[config.mk]
export PLATFORM = sky130hd
export DESIGN_NAME = mem_stage_lsu
export DESIGN_NICKNAME = d
export VERILOG_FILES = /design/src/rtl/mem_stage_lsu.sv
export SDC_FILE = /design/constraint.sdc
export NUM_CORES = 1
export LEC_CHECK = 0
export CORE_MARGIN = 2
export CORE_UTILIZATION = 41
export CTS_CLUSTER_DIAMETER = 150
export DETAILED_ROUTE_END_ITERATION = 16
export GPL_TIMING_DRIVEN = 0
export PLACE_DENSITY = 0.93
export SLEW_MARGIN = 20
export SYNTH_ARGS = -nofsm -noshare
export SYNTH_HDL_FRONTEND = slang
export SYNTH_SLANG_ARGS = --single-unit
[constraint.sdc]
create_clock -name i_clk -period 2.2 [get_ports i_clk]
set_clock_uncertainty 0.15 [all_clocks]
set_input_delay 0.33 -clock i_clk [delete_from_list [all_inputs] [get_ports i_clk]]
set_output_delay 0.33 -clock i_clk [all_outputs]
set_load 0.05 [all_outputs]
[src/rtl/mem_stage_lsu.sv]
// Purpose: MEM stage; turns loads/stores into word-aligned req/ack bus transactions, extends load data, passes other fields to MEM/WB.
// Latency: non-memory ops 0 cycles (combinational); memory ops at least 3 cycles (IDLE issue, BUSY until ack, DONE).
// Backpressure: o_stall freezes PC..EX/MEM from issue until ack; waits on i_dmem_ack indefinitely unless LSU_TIMEOUT_EN bounds it.
module mem_stage_lsu #(
    parameter int TIMEOUT_CYCLES = 64
) (
    input  logic        i_clk,
    input  logic        i_resetn,
    input  logic        i_mem_load,
    input  logic        i_mem_store,
    input  logic        i_mem_wreg,
    input  logic [2:0]  i_mem_funct3,
    input  logic [4:0]  i_mem_rd,
    input  logic [31:0] i_mem_alu,
    input  logic [31:0] i_mem_sdata,
    output logic        o_mem_mem2reg,
    output logic        o_mem_wreg,
    output logic [4:0]  o_mem_rd,
    output logic [31:0] o_mem_data,
    output logic [31:0] o_rd_dmem,
    output logic        o_stall,
    output logic        o_mem_fault,
    output logic        o_dmem_req,
    output logic        o_dmem_we,
    output logic [31:0] o_dmem_addr,
    output logic [31:0] o_dmem_wdata,
    output logic [3:0]  o_dmem_be,
    input  logic        i_dmem_ack,
    input  logic [31:0] i_dmem_rdata
);

    typedef enum logic [1:0] {S_IDLE, S_BUSY, S_DONE} state_t;

    state_t      r_state;
    logic        r_req;
    logic        r_we;
    logic [31:0] r_addr;
    logic [31:0] r_wdata;
    logic [3:0]  r_be;
    logic [31:0] r_rd_dmem;

    logic        w_access;
    logic [1:0]  w_off;
    logic        w_legal;
    logic        w_bad;
    logic        w_start;
    logic        w_tmo_fault;
    logic [3:0]  w_be;
    logic [31:0] w_wdata;
    logic [31:0] w_lane;
    logic [31:0] w_ext;

    assign w_access = i_mem_load | i_mem_store;
    assign w_off    = i_mem_alu[1:0];

    always_comb begin
        w_legal = 1'b0;
        w_be    = 4'b0000;
        w_wdata = i_mem_sdata;
        case (i_mem_funct3)
            3'b000: begin
                w_legal = 1'b1;
                w_be    = 4'b0001 << w_off;
                w_wdata = {4{i_mem_sdata[7:0]}};
            end
            3'b001: begin
                w_legal = ~w_off[0];
                w_be    = 4'b0011 << w_off;
                w_wdata = {2{i_mem_sdata[15:0]}};
            end
            3'b010: begin
                w_legal = (w_off == 2'b00);
                w_be    = 4'hF;
            end
            3'b100: begin
                w_legal = ~i_mem_store;
                w_be    = 4'b0001 << w_off;
            end
            3'b101: begin
                w_legal = ~i_mem_store & ~w_off[0];
                w_be    = 4'b0011 << w_off;
            end
            default: w_legal = 1'b0;
        endcase
    end

    assign w_bad   = w_access & ~w_legal;
    assign w_start = (r_state == S_IDLE) & w_access & w_legal;

    assign w_lane = i_dmem_rdata >> {w_off, 3'b000};
    always_comb begin
        w_ext = w_lane;
        case (i_mem_funct3)
            3'b000:  w_ext = {{24{w_lane[7]}},  w_lane[7:0]};
            3'b001:  w_ext = {{16{w_lane[15]}}, w_lane[15:0]};
            3'b100:  w_ext = {24'b0, w_lane[7:0]};
            3'b101:  w_ext = {16'b0, w_lane[15:0]};
            default: w_ext = w_lane;
        endcase
    end

`ifdef LSU_TIMEOUT_EN
    localparam int TW = $clog2(TIMEOUT_CYCLES + 1);
    localparam logic [TW-1:0] TMO_LAST = TW'(TIMEOUT_CYCLES - 1);
    logic [TW-1:0] r_cnt;
    logic          r_tmo;
    assign w_tmo_fault = (r_state == S_DONE) & r_tmo;
`else
    assign w_tmo_fault = 1'b0;
`endif

    always_ff @(posedge i_clk or negedge i_resetn) begin
        if (!i_resetn) begin
            r_state   <= S_IDLE;
            r_req     <= 1'b0;
            r_we      <= 1'b0;
            r_addr    <= 32'b0;
            r_wdata   <= 32'b0;
            r_be      <= 4'b0;
            r_rd_dmem <= 32'b0;
`ifdef LSU_TIMEOUT_EN
            r_cnt     <= '0;
            r_tmo     <= 1'b0;
`endif
        end else begin
            case (r_state)
                S_IDLE: begin
                    if (w_start) begin
                        r_req   <= 1'b1;
                        r_we    <= i_mem_store;
                        r_addr  <= {i_mem_alu[31:2], 2'b00};
                        r_wdata <= w_wdata;
                        r_be    <= w_be;
                        r_state <= S_BUSY;
                    end
                end
                S_BUSY: begin
                    if (i_dmem_ack) begin
                        r_req   <= 1'b0;
                        if (i_mem_load) r_rd_dmem <= w_ext;
                        r_state <= S_DONE;
`ifdef LSU_TIMEOUT_EN
                        r_cnt   <= '0;
                    end else if (r_cnt == TMO_LAST) begin
                        r_req     <= 1'b0;
                        r_rd_dmem <= 32'b0;
                        r_tmo     <= 1'b1;
                        r_cnt     <= '0;
                        r_state   <= S_DONE;
                    end else begin
                        r_cnt <= r_cnt + TW'(1);
`endif
                    end
                end
                S_DONE: begin
`ifdef LSU_TIMEOUT_EN
                    r_tmo   <= 1'b0;
`endif
                    r_state <= S_IDLE;
                end
                default: r_state <= S_IDLE;
            endcase
        end
    end

    assign o_stall       = w_start | (r_state == S_BUSY);
    assign o_mem_fault   = w_bad | w_tmo_fault;
    assign o_mem_wreg    = i_mem_wreg & ~o_mem_fault;
    assign o_mem_mem2reg = i_mem_load;
    assign o_mem_rd      = i_mem_rd;
    assign o_mem_data    = i_mem_alu;
    assign o_rd_dmem     = r_rd_dmem;
    assign o_dmem_req    = r_req;
    assign o_dmem_we     = r_we;
    assign o_dmem_addr   = r_addr;
    assign o_dmem_wdata  = r_wdata;
    assign o_dmem_be     = r_be;

endmodule

==> metrics.cfg, run 1 <==
[floorplanning]
fp.dieH_um=115.6
core_um2=12110
fp.dieW_um=115.6
ios=253
rows=40
start_util_pct=42.19
dieArea_um2=13370

[pwr]
max-vdd-ir-drop_uv=568.7
leakagePower_nw=3.794
power.density_nw_per_um2=1218

[global_routing]
grt_max_degree=61
grt_pass1_vias=4563
grt_pass1_wl_mm=23.83
grt.total_usage_pct=23.09
gr-total-overflow=0
antenna_found_initial=0

[setup_path]
reg2reg_depth=6
critPathKind=input pin to output pin
crit_path_end_kind=output pin
cp.arrival_ns=1.69
worstPathRequired_ns=1.72
critPathMaxFanout=2
crit_path_start_kind=input pin

[final_layout]
drive_gt1_share_pct=19.65
nFillCells=911
layout_common_cells=206 x clkdlybuf4s50_1, 102 x dfrtp_1, 65 x nand2_1, 53 x o21ai_0, 46 x mux2_2
fin_area_um2=8179
layout_commonest_cell=clkdlybuf4s50_1
nets=858
final_core_util_pct=67.53
antennaDiodeCount=0
syn_to_final_growth_pct=60.06

[clocking]
cts.sinks=102
cts_buffer_depth=2
cts_root_buf=clkbuf_16
numCtsBuffers=9
clock_latency_ns=0.34
clkTransAtPathRegs_ns=0.07
cts_max_level=3
tritoncts=yes

[detailed_routing]
vias_per_cell=4.910
ant_nets=0
post-route-drc-count=0
drtIter0Drc=206
drt_wl_total_mm=15.74
dr.pass1.iters=5
via_count=4522
routedWlPerCell_um=17.09

[logic_synthesis]
synth-seq-cells=102
yosys_warnings=0
netlist_area_um2=5110
netlist_instances=489
synth.distinct_cells=34
seq_area_frac_synth_pct=49.95
syn_area_per_cell_um2=10.45

[sta]
worstMarginPinSlew_ns=0.6282
slew_viol_final=0
slew_headroom_pct=57.96
finalCriticalPeriod_ns=2.173
period_share_pct=98.77
finalSetupViolCount=0
report.final.hold_viol_count=0
fmax_mhz=460.2
rsz0062_at_grt=false

[placed_design]
portBuffers=243
dpl_cell_area_um2=7795
place_congestion=0.8985
hpwl_mm=12.13

[worst_hold_path]
holdPathStages=2
min_path_type=input pin to register

[flow_run]
cap_violations=0

[run_status]
status=finished clean

==> layer usage <==
layer	GRT usage, %	vias up	part of all wire [%]
li1	-	2155	-
met1	27.75	2124	40
met3	4.969	41	7.4
met2	39.53	202	49
met4	11.11	0	3.8
met5	0	-	0
==> report_power, final <==
| group | switching, mW | internal [mW] |
|---|---|---|
| Clock | 0.676 | 0.880 |
| Combinational | 3.58 | 1.89 |
| Sequential | 0.383 | 2.56 |
==> sequential cells by signal, summed over array words and instances (netlist names) <==
register	count
o_dmem_wdata	32
o_rd_dmem	32
o_dmem_addr	30
o_dmem_be	4
r_state	2
o_dmem_req	1
o_dmem_we	1
==> final timing paths <==
kind / start / end / slack [ns]
worst max register to register: r_state[0]$_DFFE_PN0P_ / o_rd_dmem[24]$_DFFE_PN0P_ / 0.18
worst max-delay path: i_mem_alu[16] / o_mem_data[16] / 0.03
worst min register to register: o_dmem_wdata[29]$_DFFE_PN0P_ / o_dmem_wdata[29]$_DFFE_PN0P_ / 0.33
min in group asynchronous: i_resetn / o_dmem_addr[27]$_DFFE_PN0P_ / 0.32
worst min-delay path: i_mem_store / o_dmem_we$_DFFE_PN0P_ / 0.22
max in group asynchronous: i_resetn / o_rd_dmem[20]$_DFFE_PN0P_ / 0.94
==> per-stage QoR <==
stage / setup WS [ns] / cells / hold slack, ns / power, mW / TNS [ns]
3_3_place_gp: -3.177 / 901 / 0.3110 / 8.335 / -371.71
2_1_floorplan: -0.006645 / 490 / -0.1156 / 6.381 / -0.006645
6_report: 0.02700 / 921 / 0.2225 / 9.965 / 0
4_1_cts: -0.07503 / 920 / 0.3293 / 10.03 / -0.07503
5_1_grt: 0.001321 / 921 / 0.2403 / 10.39 / 0
3_5_place_dp: -1.500 / 902 / 0.1340 / 8.435 / -48.89
==> logic make-up (layout without fill, tap and decap cells) <==
logic type / Yosys count / after routing / share of synthesized area, %
AO/OA/AOI/OAI: 77 / 77 / 8.203
buffers and inverters: 72 / 335 / 8.815
other: 1 / 2 / 0.07339
AND/OR/NAND/NOR: 148 / 148 / 14.15
flip-flops: 102 / 102 / 49.95
multiplexers: 89 / 89 / 18.81
==> worst max-delay path: stages <==
cell and delay, ns:
clkdlybuf4s50_1 0.47, buf_4 0.10, clkdlybuf4s50_1 0.79
==> Yosys cell counts (all sizes together) <==
cell type	n	area share, %
nand3b	1	0.39
a21boi	1	0.15
dfrtp	102	50
mux2i	42	8.2
nor2b	4	0.49
and3	1	0.12
nor4	1	0.24
a21oi	16	1.6
buf	55	7.6
nand2b	3	0.37
nor3	1	0.098
o31ai	1	0.15
nand2	66	4.8
mux4	1	0.44
nor2	31	2.5
clkbuf	16	1.2
nand3	31	4.0
a221oi	1	0.17
o221ai	1	0.29
or2	1	0.12
and2	8	0.98
o21ai	53	5.2
conb	1	0.073
o311ai	1	0.17
o2bb2ai	1	0.17
mux2	46	10
inv	1	0.073
o31a	2	0.34
==> repair_timing <==
action,CTS,global route
setup endpoints to repair,93,20
pin swaps,2,2
buffers inserted,1,1
resized for setup,41,29
hold endpoints to repair,42,0
hold buffers,1,0
==> cell type report <==
type / instances / area [um2] / share of cell area, %
plain buffers: 71 / 457.9 / 5.599
clock buffers: 12 / 236.5 / 2.891
clock inverters: 4 / 47.55 / 0.5813
inverters: 1 / 3.754 / 0.04589
multi-input cells: 316 / 2165 / 26.46
flip-flops and latches: 102 / 2552 / 31.21
well taps: 168 / 210.2 / 2.570
repair buffers: 247 / 2506 / 30.64
No activity file was read; power rests on OpenSTA's default activity.
==> inputs of run 2 (changes only) <==
SKIP_LAST_GASP = 1   (was unset)
==> run 2 against run 1 <==
- largest power group unchanged
- maximum frequency shrank 0.19%
- first-iteration DRC count shrank 3.4%
- register-to-register slack improved by 0.03 ns
- sequential share of layout area is 0.071 points lower
- critical path type unchanged
- count of clock-buffer cells in the layout is the same
- combinational power about the same
- setup slack worse by 0.0041 ns
==> metrics.cfg, run 2 (synthesized netlist as in run 1, its figures left out) <==
[run_status]
status=finished clean

[global_routing]
grt_pass1_vias=4560  ; -0.066%
grt.total_usage_pct=23.08  ; about the same
grt_max_degree=61  ; unchanged
grt_pass1_wl_mm=23.81  ; about the same
gr-total-overflow=0  ; unchanged
antenna_found_initial=0  ; unchanged

[placed_design]
dpl_cell_area_um2=7795  ; unchanged
place_congestion=0.8985  ; unchanged
post-place-ws_ns=-1.500  ; unchanged
hpwl_mm=12.13  ; unchanged
portBuffers=243  ; unchanged

[pwr]
total_power_mw=9.958  ; about the same
power.density_nw_per_um2=1215  ; -0.30%
combPwrFrac_pct=54.8  ; about the same
intPower_mw=5.326  ; about the same
netSwitchingPower_mw=4.632  ; about the same
leakagePower_nw=3.786  ; -0.20%
power_frac_clock_pct=15.6  ; about the same
pwr-share-seq_pct=29.5  ; about the same
max-vdd-ir-drop_uv=568.6  ; about the same
power_switching_share_pct=46.51  ; about the same

[final_layout]
seqCellArea_um2=2552  ; unchanged
fin_area_um2=8198  ; +0.23%
antennaDiodeCount=0  ; unchanged
multi_input_area_um2=2167  ; +0.12%
nFillCells=914  ; +0.33%
nets=858  ; unchanged
syn_to_final_growth_pct=60.43
layout_commonest_cell=clkdlybuf4s50_1
layout_common_cells=208 x clkdlybuf4s50_1, 102 x dfrtp_1, 65 x nand2_1, 53 x o21ai_0, 46 x mux2_2
drive_gt1_share_pct=19.12  ; -0.53 points

[setup_path]
cp-startpoint=i_mem_funct3[1]
crit_path_start_kind=input pin
crit_path_end_kind=output pin
critPathMaxStageDelay_ns=0.46  ; -0.33 ns
critPathSlowestCell=clkdlybuf4s50_1
critPathKind=input pin to output pin
reg2reg_depth=6  ; unchanged
cp.arrival_ns=1.70  ; about the same
worstPathRequired_ns=1.72  ; about the same
critical_path_buf_inv_count=3  ; unchanged
r2r-start=r_state[1]$_DFFE_PN0P_
timing.rr.end=o_rd_dmem[24]$_DFFE_PN0P_
path_depth=6  ; +3
crit_chain=clkdlybuf4s50_1, a221oi_4, buf_4, nor3_2, nor2b_2, buf_2
endpoint=o_mem_wreg
critPathMaxFanout=2  ; unchanged
crit_family=buffers and inverters
reg2reg_slack_ns=0.21  ; +0.03 ns

[sta]
fmax_mhz=459.3  ; -0.19%
finalSetupViolCount=0  ; unchanged
slew_viol_final=0  ; unchanged
slew_headroom_pct=58.63  ; +0.67 points
period_share_pct=98.96  ; +0.19 points
finalCriticalPeriod_ns=2.177  ; +0.004126 ns
worstMarginPinSlew_ns=0.6182  ; -0.01002 ns
rsz0062_at_grt=true
tns_ns=0  ; unchanged
timing.final.ws_setup_ns=0.02287  ; -0.004126 ns
report.final.hold_viol_count=0  ; unchanged

[detailed_routing]
routedWlPerCell_um=17.06  ; -0.18%
drt_wl_total_mm=15.71  ; -0.18%
via_count=4536  ; +0.31%
post-route-drc-count=0  ; unchanged
ant_nets=0  ; unchanged
dr.pass1.iters=6  ; +1
drtIter0Drc=199  ; -3.4%
vias_per_cell=4.925  ; +0.31%

[clocking]
numCtsBuffers=9  ; unchanged
cts.sinks=102  ; unchanged
cts_root_buf=clkbuf_16
cts_max_level=3  ; unchanged
cts_buffer_depth=2  ; unchanged
clock_latency_ns=0.34  ; about the same
clkTransAtPathRegs_ns=0.07  ; about the same
tritoncts=yes

[worst_hold_path]
min_path_type=input pin to async pin

[floorplanning]
ios=253  ; unchanged
fp.dieW_um=115.6  ; unchanged
rows=40  ; unchanged
start_util_pct=42.19  ; unchanged
core_um2=12110  ; unchanged
dieArea_um2=13370  ; unchanged
fp.dieH_um=115.6  ; unchanged

[flow_run]
cap_violations=0  ; unchanged

[run 2: worst min-delay path by stage]
stage                                      start                           end  slack (ns)  cells after the start
floorplan                               i_resetn   o_dmem_addr[10]$_DFFE_PN0P_       -0.12                      0
global placement    o_dmem_wdata[24]$_DFFE_PN0P_  o_dmem_wdata[24]$_DFFE_PN0P_        0.31                      2
detailed placement                      i_resetn   o_dmem_addr[28]$_DFFE_PN0P_        0.13                      1
CTS                                     i_resetn   o_dmem_addr[28]$_DFFE_PN0P_        0.33                      2
global route        o_dmem_wdata[17]$_DFFE_PN0P_  o_dmem_wdata[17]$_DFFE_PN0P_        0.36                      2
finish                                  i_resetn   o_dmem_addr[27]$_DFFE_PN0P_        0.32                      2
[run 2: through the flow]
step | utilization, % | std cells | hold WS [ns]
6_report | 67.69 | 921 | 0.3211
5_1_grt | 67.69 | 921 | 0.3611
4_1_cts | 67.12 | 920 | 0.3293
3_5_place_dp | 64.36 | 902 | 0.1340
3_3_place_gp | 64.12 | 901 | 0.3110
2_1_floorplan | - | 490 | -0.1156
[run 2: metal layers]
metal / track usage [%] / part of all wire (%) / vias up / wire length [um]
li1: - / - / 2156 / -
met1: 27.72 / 39 / 2124 / 6195
met2: 39.53 / 49 / 212 / 7622
met3: 4.969 / 8.1 / 44 / 1265
met4: 11.11 / 4.0 / 0 / 625
met5: 0 / 0 / - / 0
[run 2: what timing repair did]
action	in CTS	in global routing
hold buffers	1	0
buffers inserted	1	2
gates resized for setup	38	22
cloned	0	0
pin swaps	2	2
endpoints found under the hold margin	42	0
setup endpoints to repair	93	24
[run 2: final cells by class]
class	instances	area share, %
repair buffers	248	30.88
clock inverters	4	0.5800
clock buffers	12	2.885
flip-flops and latches	102	31.14
plain buffers	70	5.479
well taps	168	2.564
inverters	1	0.04579
multi-input cells	316	26.43
[run 2: power groups by stage]
stage          sequential [mW]  combinational [mW]  clock [mW]
3_3_place_gp              2.94                5.40           0
4_1_cts                   2.94                5.49        1.59
2_1_floorplan             5.35                1.03           0
6_report                  2.94                5.46        1.55
3_5_place_dp              2.97                5.46           0
5_1_grt                   3.02                5.69        1.67
==> variant, RTL diff (settings of run 2) <==
Build with the macro `LSU_TIMEOUT_EN` defined.
--- a/src/rtl/mem_stage_lsu.sv
+++ b/src/rtl/mem_stage_lsu.sv
@@ -1,6 +1,8 @@
 // Purpose: MEM stage; turns loads/stores into word-aligned req/ack bus transactions, extends load data, passes other fields to MEM/WB.
 // Latency: non-memory ops 0 cycles (combinational); memory ops at least 3 cycles (IDLE issue, BUSY until ack, DONE).
 // Backpressure: o_stall freezes PC..EX/MEM from issue until ack; waits on i_dmem_ack indefinitely unless LSU_TIMEOUT_EN bounds it.
+`define LSU_TIMEOUT_EN
+
 module mem_stage_lsu #(
     parameter int TIMEOUT_CYCLES = 64
 ) (
Behaviour: same outputs for any inputs over 4 cycles, from zero or initial values and one cycle with i_resetn low; that may be too few to reach the edited logic, so the function may still have changed.
==> variant against run 2 <==
- worst setup slack got worse by 14 ps
- non-clock buffer count increased by 4
- critical path depth up 1
- sequential cell count is 8 higher
- register-to-register slack worse by 70 ps
- combinational power rose by 14%
- design area rose by 7.4%
- area after synthesis grew 9.8%
- largest cell class unchanged
- total power grew 14%
- wire length rose by 12%
- via count grew 10%
==> variant: results (changes against run 2) <==
global_route:
  grt_usage_pct: 23.8  # +0.73 points
  grt_antenna_before_repair: 1  # +1
  use_met2_pct: 38.8  # -0.70 points
  grt_pass1_wl_um: 27000  # +14%
  gr-usage-met3_pct: 5.31  # +0.34 points
  grt_max_degree: 68  # +11%
  grt_pass1_vias: 4879  # +7.0%
critical_path:
  r2r_start: "r_cnt[0]"
  crit_fanout: 5  # +3
  r2r_end: "o_rd_dmem[31]"
  cpPeakStageDelay_ps: 580  # +120 ps
  cp_top_family: "simple AND/OR/NAND/NOR gates"
  cp-startpoint: "i_mem_funct3[0]"
  crit_end: "o_stall"
  crit_path_top_delay_cell: "or4_4"
  r2r_slack_ps: 140  # -70 ps
routing:
  routedWlPerCell_um: 18.4  # +7.7%
  wl_met3_um: 1220  # -3.9%
  drt_first_iter_violations: 303  # +52%
  via_count: 4993  # +10%
  drt_first_pass_iters: 5  # -1
  wl_met1_um: 7210  # +16%
power_and_ir_drop:
  internal_power_mw: 6.23  # +17%
  p_clk_share_pct: 16.6  # +1.0 points
layout:
  fin_nets: 887  # +3.4%
  n_fill_cell: 1022  # +12%
  multi_input_area_mm2: 0.00244  # +12%
  final_layout_size_suffix_gt1_share_pct: 18.8  # -0.30 points
synthesis:
  ys_seq_area_share_pct: 49.0  # -0.91 points
  ys_types: 39  # +15%
  syn_avg_cell_area_um2: 10.9  # +4.1%
run_status:
  status: "complete, no violations"
placed_design:
  routabilityCongestion: 0.900  # +0.11%
  place_area_mm2: 0.00831  # +6.6%
  hpwl_um: 13300  # +9.4%
  port_buffers: 241  # -0.82%
  pre_cts_ws_ps: -1480  # +24.4 ps
min_path:
  hold_path.class: "in -> reg"
sta:
  holdWs_ps: 167  # -154 ps
[variant: cell count changes in the layout (fill, tap and decap cells not counted), moves of 9 or more]
cell            delta
a221o_1           +16
buf_2              -9
dlygate4sd2_1     +10
dlymetal6s2s_1     -9
mux2_2            -37
mux2_4            +39
nand3_1           -14
nand3_2           -10
nor2_1            -11
o21ai_1           +18
[variant: logic make-up after synthesis]
logic type / Yosys count / synth area share [%]
compound gates: 113 / 12.8
fa+ha+maj: 1 / 0.223
buf+inv: 80 / 9.21
flops: 110 / 49.0
mux: 85 / 18.8
other cells: 1 / 0.0668
simple gates: 126 / 9.83
[variant: final cells by class]
| type | instances | share of cell area [%] |
|---|---|---|
| Multi-Input combinational cell | 327 | 27.7 |
| Timing Repair Buffer | 250 | 28.4 |
| Inverter | 6 | 0.256 |
| Clock buffer | 11 | 2.76 |
| Tap cell | 176 | 2.50 |
| Buffer | 72 | 5.93 |
| Antenna cell | 1 | 0.0284 |
| Sequential cell | 110 | 31.3 |
| Clock inverter | 5 | 1.18 |
